[src/rtl/mb_seq_multiplier.sv]
// Iterative 32x32 signed radix-4 Modified Booth multiplier; one Booth digit is added per RUN cycle.
// Build option: define MB_SEQ_EARLY_TERM_EN to stop once every remaining multiplier digit is zero.

module pp_mb_generator (
   input  logic [31:0] a,
   input  logic        one_j,
   input  logic        two_j,
   input  logic        sign_j,
   output logic [32:0] pp
);
   logic [32:0] mag;
   logic [32:0] row;

   // Ones'-complement row; the MSB leaves inverted for sign-extension-free PP arrays.
   always_comb begin
      mag = '0;
      if (one_j)
         mag = {a[31], a};
      else if (two_j)
         mag = {a, 1'b0};
      row = mag ^ {33{sign_j}};
      pp  = {~row[32], row[31:0]};
   end
endmodule

module mb_seq_multiplier (
   input  logic        clk,
   input  logic        rst,
   input  logic        in_valid,
   output logic        in_ready,
   input  logic [31:0] a,
   input  logic [31:0] b,
   output logic        out_valid,
   input  logic        out_ready,
   output logic [63:0] product,
   output logic        busy
);
   typedef enum logic [1:0] {IDLE, RUN, DONE} state_t;

   typedef struct packed {
      logic [31:0] a;
      logic [31:0] b;
   } mul_req_t;

   state_t      state, state_nxt;
   mul_req_t    op_q;
   logic [63:0] acc;
   logic [3:0]  j;

   logic        accept;
   logic        last_digit;
   logic [32:0] b_ext;
   logic [2:0]  trip;
   logic        one, two, sign;
   logic [32:0] pp;
   logic [32:0] row_true;
   logic [63:0] row_ext;
   logic [63:0] row_sh;

   assign accept = (state == IDLE) && in_valid;

   // b_ext[0] is the implicit b[-1] = 0, so digit j's triplet starts at bit 2j.
   assign b_ext = {op_q.b, 1'b0};
   assign trip  = b_ext[{j, 1'b0} +: 3];
   assign one   = trip[1] ^ trip[0];
   assign two   = (trip[2] & ~trip[1] & ~trip[0]) | (~trip[2] & trip[1] & trip[0]);
   assign sign  = trip[2];

   pp_mb_generator u_ppgen (
      .a      (op_q.a),
      .one_j  (one),
      .two_j  (two),
      .sign_j (sign),
      .pp     (pp)
   );

   // Undo the inverted MSB, sign-extend, then +sign turns ones' into two's complement.
   assign row_true = {~pp[32], pp[31:0]};
   assign row_ext  = {{31{row_true[32]}}, row_true} + {63'd0, sign};
   assign row_sh   = row_ext << {j, 1'b0};

`ifdef MB_SEQ_EARLY_TERM_EN
   // Once b[31:2j+1] is pure sign, every higher triplet is 000 or 111 and adds nothing.
   logic [31:0] b_hi;
   assign b_hi       = 32'($signed(op_q.b) >>> ({1'b0, j, 1'b0} + 6'd1));
   assign last_digit = (j == 4'd15) || (b_hi == '0) || (b_hi == '1);
`else
   assign last_digit = (j == 4'd15);
`endif

   always_ff @(posedge clk or posedge rst) begin
      if (rst)
         state <= IDLE;
      else
         state <= state_nxt;
   end

   always_comb begin
      state_nxt = state;
      case (state)
         IDLE:    if (accept) state_nxt = RUN;
         RUN:     if (last_digit) state_nxt = DONE;
         DONE:    if (out_ready) state_nxt = IDLE;
         default: state_nxt = IDLE;
      endcase
   end

   always_ff @(posedge clk or posedge rst) begin
      if (rst) begin
         op_q <= '0;
         acc  <= '0;
         j    <= '0;
      end else if (accept) begin
         op_q <= '{a: a, b: b};
         acc  <= '0;
         j    <= '0;
      end else if (state == RUN) begin
         acc <= acc + row_sh;
         j   <= j + 4'd1;
      end
   end

   assign in_ready  = (state == IDLE);
   assign out_valid = (state == DONE);
   assign busy      = (state != IDLE);
   assign product   = acc;
endmodule

[config.mk]
export PLATFORM = sky130hd
export DESIGN_NAME = mb_seq_multiplier
export DESIGN_NICKNAME = d
export VERILOG_FILES = /design/src/rtl/mb_seq_multiplier.sv
export SDC_FILE = /design/constraint.sdc
export NUM_CORES = 1
export LEC_CHECK = 0
export ABC_AREA = 0
export CAP_MARGIN = 40
export CORE_ASPECT_RATIO = 1.75
export CORE_MARGIN = 4
export CORE_UTILIZATION = 30
export DETAILED_ROUTE_END_ITERATION = 7
export PLACE_DENSITY = 0.53
export SLEW_MARGIN = 20
export SYNTH_ARGS = -nofsm -noshare
export SYNTH_HDL_FRONTEND = slang
export SYNTH_SLANG_ARGS = --single-unit
[constraint.sdc]
create_clock -name clk -period 15.25 [get_ports clk]
set_input_delay 1.525 -clock clk [delete_from_list [all_inputs] [get_ports clk]]
set_output_delay 1.525 -clock clk [all_outputs]
set_load 0.01 [all_outputs]
# Yosys cells after proc, flatten, opt, wreduce, memory -nomap -nowiden
# Cells that the tools add are included.
# word_totals
register_bits	134
inputBits	68
wordCells	41
# classes
n_addsub	3
n_eq_ne	6
n_shift	2
n_mux	10
bitwise_logic	10
reduce_logical	5
# op_table
cell	n
64-bit 2-to-1 mux	2
33-bit 2-to-1 mux	2
64-bit adder	1
64-bit by 5-bit left shift with 64-bit output	1
33-bit by 2-bit adder with 34-bit output	1
33-bit by 6-bit indexed part select with 3-bit output	1
33-bit bitwise XOR	1
4-bit 2-to-1 mux	2
2-bit 2-to-1 mux	3
2-bit one-hot mux with 3 select lines	1
4-bit by 1-bit adder with 4-bit output (second input constant)	1
1-bit bitwise AND	4
4-bit equality test (second input constant)	1
2-bit by 1-bit inequality test with 1-bit output (second input constant)	2
2-bit nonzero test	2
1-bit NOT	3
3-bit AND reduction	1
2-bit by 1-bit equality test with 1-bit output (second input constant)	1
2-bit equality test (second input constant)	1
2-bit logical NOT	1
2-bit inequality test (second input constant)	1
1-bit logical AND	1
1-bit bitwise OR	1
1-bit bitwise XOR	1

# Longest topological paths before layout
# Gate-level depths: netlist (run 1).
# logic_depth
depth_word	13
depth_mapped	38
ltp_nobuf	31

# Hierarchy
# Synthesis (run 1) repeated with hierarchy kept, for this count alone.
# unflattened
cells_unflattened	1508
hier_area_um2	12824.8
# modules_own_cells
mod	n_inst	cells_each	area_per_inst_um2	seq_area_each_um2
mb_seq_multiplier	1	1318	11353.4	3353.2
pp_mb_generator	1	190	1471.4	0.0

# Least setup slack after synthesis (run 1)
# OpenSTA, ideal clock, no wires.
# synth_path
kind	register to register
start	register j[0]
end	register acc[51], in the netlist product[51]
arrival_ps	8581
required_time_ps	15116
setup_slack_ps	6536
stages_incl_launch_ff	38
path_buffers	6
path_cell_list	dfrtp_1 -> buf_6 -> buf_8 -> mux4_2 -> a22oi_2 -> o31ai_2 -> buf_6 -> xnor2_1 -> buf_2 -> nor2_2 -> clkbuf_1 -> clkbuf_1 -> nand2_1 -> o211ai_1 -> ha_1 -> nand2_1 -> o22a_1 -> or3b_4 -> (+2 left out) -> mux2i_1 -> mux4_2 -> a31o_2 -> a21o_1 -> ha_1 -> nand2_1 -> nor4_1 -> nand2_1 -> or3_1 -> a31oi_1 -> a211oi_1 -> o31ai_1 -> a31oi_1 -> o21ai_0 -> a21oi_1 -> o21ai_0 -> xnor2_1 -> o21ai_0
# synth_via
elab_chain_cells	13
# synth_rtl
item	line	text
from (decl)	48	logic [3:0] j;
from (signal assigned)	119	j <= j + 4'd1;
33-bit by 6-bit indexed part select with 3-bit output	64	assign trip = b_ext[{j, 1'b0} +: 3];
1-bit NOT	66	assign two = (trip[2] & ~trip[1] & ~trip[0]) | (~trip[2] & trip[1] & trip[0]);
1-bit bitwise AND (2 in series)	66	
1-bit bitwise OR	66	
33-bit 2-to-1 mux	19	else if (two_j)
33-bit 2-to-1 mux	17	if (one_j)
33-bit bitwise XOR	21	row = mag ^ {33{sign_j}};
33-bit by 2-bit adder with 34-bit output	79	assign row_ext = {{31{row_true[32]}}, row_true} + {63'd0, sign};
64-bit by 5-bit left shift with 64-bit output *	80	assign row_sh = row_ext << {j, 1'b0};
64-bit adder *	118	acc <= acc + row_sh;
64-bit 2-to-1 mux *	117	end else if (state == RUN) begin
64-bit 2-to-1 mux *	113	end else if (accept) begin
to (signal assigned)	118	
to (decl)	47	logic [63:0] acc;
# Every way passes the cells marked *; elsewhere a longest branch is shown, timed or not. The select of a mux whose other input is x is not followed.
# A chain may end at the register's enable or synchronous reset.

# Worst setup path in the final report (run 1)
# layout_path
start	register j[2]
end	register acc[51], in the netlist product[51]
# The elaborated chain is that of the path after synthesis.

==> reports/results.txt, run 1 <==
Net Count, Synth: 1760
Slowest cell on the critical path: o31ai_1
Synthesis-to-finish area growth: 17.9%
RSZ-0062 raised after global routing: false
Max-cap violation count: 0
Root buffer cell: clkbuf_16
Final setup margin: 5.28 ns
Async S/R FF share, synth: 100%
DR vias: 12850
Die width: 168 um
Final setup fails: 0
CTS Sinks: 134
Fin crit period: 9.97 ns
Layout cell share with drive strength beyond 1: 12.2%
Outcome: completed
Syn. warnings: 0
Worst hold path class: flip-flop to flip-flop
Input/output buffers: 134
Hold Fails Final Rpt: 0
RePlAce Congestion: 0.932
Reg2Reg Capture Point: product[51]
Hold endpoint: b_ext[13]
Netlist Area Pre-Place: 0.0134 mm2
Netlist cell types: 100
CP Class: flip-flop to flip-flop
Setup TNS: 0 ns
CP startpoint kind: flip-flop
Worst R2R Setup Slack: 5.28 ns
Nets: 1817
DRC violations left: 0
WP data arrival: 10.31 ns
Count of pins over their slew limit: 0
Dpl ws: 5.36 ns
Initial Utilization: 30.3%
Postcts setup bufs: 0
Clk buf depth: 2
Placed cell areas: 0.0152 mm2
FP Rows: 102
DR iter-0 viols: 713
Post_cts resized: 0
CTS Buf Count: 17
Syn Area/Cell: 8.32 um2
R2r worst-path depth: 31
Hold path depth: 1
Fin Clk Skew: 0.0160 ns
Primary FF master, synth: dfrtp_1
#FFs+latches synth: 134
Global-route wire length before repair: 74.9 mm
Worst Setup End Kind: flip-flop
Vias per cell: 5.70
Data required, critical path: 15.58 ns
Die area: 0.0483 mm2
Crit-path max FO: 53
Reg clk slew, reported paths: 0.07 ns
I/O pin count: 135
# diodes: 0
Vias in the first global route: 12933
Initial antenna violation count: 0
Max Freq: 0.100 GHz
Post-detail-place hpwl: 37.8 mm
Number of buffers inserted by hold repair at cts: 0
Slew HR: 41.3%
Hold Crit Start: b_ext[13]
Final wirelength: 48.9 mm
Antenna Nets Post-Route: 0
CP Buf/Inv Count: 1
Clk_lat worst skew: 0.46 ns
CTS tree: yes
Drt pass-1 iters: 5
Largest net degree at the start of global routing: 88
EDFF count, synth: 0
FF-to-FF Start: j[2]
Slowest cell delay on critical path: 0.79 ns
GRT Total Usage: 19.8%
Design area: 0.0158 mm2
Post-Syn Instances: 1613
Post-synthesis sequential area ratio: 25.0%
Worst Tran Pin Value: 0.873 ns
Chip height: 288 um
H-tree depth: 4
Avg WL per Cell: 21.7 um
Final worst-path cycle share: 65.4%
Delay-heaviest family, CP: compound AO/OA/AOI/OAI gates
CORE AREA: 0.0443 mm2
GRT overflow: 0
[placed cells by master (no fill, tap or decap), types with 17 or more instances in the layout]
| cell | count |
|---|---|
| nand3_1 | 40 |
| ha_1 | 78 |
| dfrtp_1 | 130 |
| nor2_1 | 113 |
| mux2_2 | 87 |
| mux2i_1 | 46 |
| a21o_1 | 42 |
| o21ai_0 | 122 |
| nand4_1 | 20 |
| o22ai_1 | 45 |
| a22oi_1 | 19 |
| nand2_1 | 184 |
| nor3_1 | 26 |
| buf_4 | 19 |
| a21oi_1 | 107 |
| clkbuf_16 | 17 |
| mux4_2 | 17 |
| o211ai_1 | 17 |
| inv_1 | 26 |
| clkdlybuf4s50_1 | 134 |
| xnor2_1 | 49 |
| xor2_1 | 43 |
| a31oi_1 | 26 |
[stage by stage]
step	utilization [%]	cells	hold WS (ns)
4_1_cts	35.5	2251	0.507
6_report	35.7	2255	0.505
5_1_grt	35.7	2255	0.527
2_1_floorplan	-	1613	0.472
3_3_place_gp	34.1	2213	0.503
3_5_place_dp	34.2	2219	0.492
[routing by layer]
| metal | vias to the layer above | global-route usage [%] | wire [um] |
|---|---|---|---|
| li1 | 6133 | - | - |
| met1 | 6245 | 21.0 | 18100 |
| met2 | 375 | 38.4 | 27200 |
| met3 | 97 | 2.50 | 1510 |
| met4 | 0 | 8.77 | 2180 |
| met5 | - | 0 | 0 |
[registers in the layout, summed over array words and instances, names as in the netlist]
register and flops:
b_ext 32, j 4, op_q 32, product 64
state 2
[synth_stat cells, drive strengths merged (10+ instances only)]
| cell type | instances | share of area (%) |
|---|---|---|
| nand2 | 185 | 5.2 |
| dfrtp | 134 | 25 |
| o21ai | 123 | 4.7 |
| nor2 | 117 | 3.3 |
| a21oi | 108 | 4.1 |
| clkbuf | 90 | 2.5 |
| mux2 | 90 | 7.6 |
| ha | 78 | 7.3 |
| xnor2 | 50 | 3.3 |
| mux2i | 46 | 3.4 |
| o22ai | 46 | 2.2 |
| xor2 | 43 | 2.8 |
| a21o | 42 | 2.3 |
| nand3 | 40 | 1.5 |
| buf | 35 | 1.5 |
| nor3 | 29 | 1.2 |
| inv | 27 | 0.76 |
| a31oi | 26 | 1.2 |
| nand4 | 21 | 1.1 |
| a22oi | 20 | 1.2 |
| mux4 | 19 | 3.2 |
| o211ai | 17 | 0.95 |
| and3 | 15 | 0.70 |
| o21a | 14 | 0.78 |
| a32oi | 12 | 0.78 |
| nand2b | 12 | 0.56 |
| nor2b | 12 | 0.56 |
| and2 | 11 | 0.51 |
| a221oi | 10 | 0.70 |
| o21bai | 10 | 0.56 |
| or3 | 10 | 0.47 |
[worst register-to-register path, delay by kind of cell, from the launching register on]
kind / cells / cell delay [ns]
XOR/XNOR: 2 / 0.33
buffers and inverters: 1 / 0.49
AND/OR/NAND/NOR: 8 / 2.53
multiplexers: 5 / 1.91
flip-flops: 1 / 0.36
adder cells (fa/ha/maj): 2 / 0.62
AO/OA/AOI/OAI: 13 / 3.63
[layout make-up]
class	count	area (um2)
fillers	4533	28500
multi-input cells	1326	9440
flip-flops and latches	134	3360
repair buffers	163	1630
well taps	572	716
clock buffers	18	429
clock inverters	14	140
inverters	28	110
[worst max-delay path by stage]
| stage | startpoint | to | slack, ns | cells after the start |
|---|---|---|---|---|
| 2_1_floorplan | j[0] | product[51] | 6.54 | 37 |
| 3_3_place_gp | j[2] | product[51] | 5.42 | 33 |
| 3_5_place_dp | j[2] | product[51] | 5.36 | 31 |
| 4_1_cts | j[2] | product[51] | 5.32 | 31 |
| 5_1_grt | j[2] | product[51] | 4.58 | 31 |
| 6_report | j[2] | product[51] | 5.28 | 31 |
[cell families (layout without fill, tap and decap cells)]
logic type	after synthesis	in the layout	share of synthesized area, %
AOI/OAI and AO/OA	509	509	24.9
and+or+nand+nor	489	489	17.4
muxes	155	155	14.3
buffers and inverters	153	223	4.79
DFF	134	134	25.0
xor gates and xnor gates	93	93	6.12
adders and majority gates	80	80	7.50
Power of run 1 is not shown: default switching activity piles up to over one toggle a cycle in this logic, so the estimate is an artifact.
==> run 2, diff against run 1 <==
Clock period 15.25 ns to 9.8 ns, I/O delays scaled along.
==> reports/results.txt, run 2 (synthesized netlist as in run 1, its figures left out) <==
Fin crit period: 9.00 ns
Vias per cell: 5.70
Data required, critical path: 10.13 ns
Worst Setup SP: j[0]
RePlAce Congestion: 0.930
Commonest non-fill, non-tap cell in the layout: nand2_1
CP Class: flip-flop to flip-flop
Multi-input logic area: 0.00944 mm2
Clk buf depth: 2
Worst R2R Setup Slack: 0.80 ns
Clk_lat worst skew: 0.46 ns
Filler cells: 4494
Crit-path max FO: 15
GRT overflow: 0
Drt pass-1 iters: 6
Post_cts resized: 0
CTS Sinks: 134
Worst Tran Pin Value: 0.871 ns
Antenna Nets Post-Route: 0
Delay-heaviest family, CP: compound AO/OA/AOI/OAI gates
Crit. path cell count: 31
Global-route wire length before repair: 76.4 mm
# diodes: 0
Slew HR: 41.2%
Final worst-path cycle share: 91.8%
R2r worst-path depth: 31
Max Freq: 0.111 GHz
Final wirelength: 49.4 mm
Die width: 168 um
I/O pin count: 135
Slowest cell on the critical path: or4_1
CP Buf/Inv Count: 1
Vias in the first global route: 13090
DR iter-0 viols: 650
Post-detail-place hpwl: 38.2 mm
CTS Buf Count: 17
Avg WL per Cell: 21.9 um
Chip height: 288 um
Reg clk slew, reported paths: 0.07 ns
WP data arrival: 9.33 ns
H-tree depth: 4
Input/output buffers: 134
Layout cell share with drive strength beyond 1: 12.5%
Final setup fails: 0
FF-to-FF Start: j[0]
DR vias: 12881
FP Rows: 102
Count of pins over their slew limit: 0
Hold path depth: 1
Worst Setup End Kind: flip-flop
RSZ-0062 raised after global routing: false
Synthesis-to-finish area growth: 17.8%
CORE AREA: 0.0443 mm2
Root buffer cell: clkbuf_16
Worst hold path class: flip-flop to flip-flop
DRC violations left: 0
Outcome: completed
Reg2Reg Capture Point: product[51]
Fin Clk Skew: 0.0146 ns
GRT Total Usage: 20.1%
Hold Fails Final Rpt: 0
Seq. cell area: 0.00336 mm2
CTS tree: yes
Setup TNS: 0 ns
Slowest cell delay on critical path: 0.58 ns
Initial antenna violation count: 0
Most frequent cells in the layout: nand2_1, clkdlybuf4s50_1, dfrtp_1
CP startpoint kind: flip-flop
Postcts setup bufs: 0
Die area: 0.0483 mm2
Critical path endpoint: product[51]
Max-cap violation count: 0
Largest net degree at the start of global routing: 81
Initial Utilization: 30.3%
Max FFs per register: 64
Nets: 1824
Number of buffers inserted by hold repair at cts: 0
==> run 2: changes by cell type in the layout (fill, tap and decap cells not counted) <==
| cell | previous run | this run |
|---|---|---|
| buf_2 | 3 | 1 |
| inv_6 | 6 | 4 |
| clkinv_4 | 1 | 3 |
| clkinv_2 | 1 | 3 |
| buf_8 | 4 | 0 |
| inv_8 | 2 | 1 |
| bufinv_16 | 1 | 0 |
| clkbuf_2 | 0 | 1 |
| buf_4 | 19 | 31 |
| clkinvlp_4 | 4 | 3 |
==> run 2: worst min path at each step <==
stage | start | end | slack (ns)
2_1_floorplan | b_ext[32] | b_ext[32] | 0.47
4_1_cts | b_ext[9] | b_ext[9] | 0.51
3_3_place_gp | b_ext[9] | b_ext[9] | 0.50
3_5_place_dp | b_ext[9] | b_ext[9] | 0.49
5_1_grt | b_ext[9] | b_ext[9] | 0.54
6_report | b_ext[9] | b_ext[9] | 0.51
==> run 2: stage by stage <==
step	instances	worst slack, ns	utilization [%]	hold slack [ns]	area, um2
floorplan	1613	1.09	-	0.472	13400
global placement	2223	0.944	34.3	0.497	15200
detailed placement	2226	0.858	34.4	0.493	15200
CTS	2257	0.823	35.6	0.508	15800
global route	2261	0.385	35.7	0.538	15800
finish	2261	0.799	35.7	0.506	15800
==> run 2: routing by layer <==
metal / vias to the layer above / track usage, % / part of all wire, %
met5: - / 0 / 0
met2: 320 / 39.1 / 56
met1: 6336 / 21.5 / 38
met3: 93 / 2.28 / 2.4
li1: 6132 / - / -
met4: 0 / 8.63 / 4.2
==> run 2: area by class of cell <==
cell class,count,area share [%]
inverters,28,0.696
clock inverters,13,0.641
multi-input cells,1326,59.7
flip-flops and latches,134,21.2
well taps,572,4.53
clock buffers,18,2.71
repair buffers,170,10.5
==> run 2: worst reg2reg max path: cells and delay by family (launching register included) <==
family / cells / cell delay (ns)
fa+ha+maj: 2 / 0.63
compound gates: 14 / 3.32
flops: 1 / 0.56
mux: 4 / 1.44
buf+inv: 1 / 0.19
simple gates: 8 / 2.36
xor+xnor: 2 / 0.37
Power of run 2 is left out for the same reason.
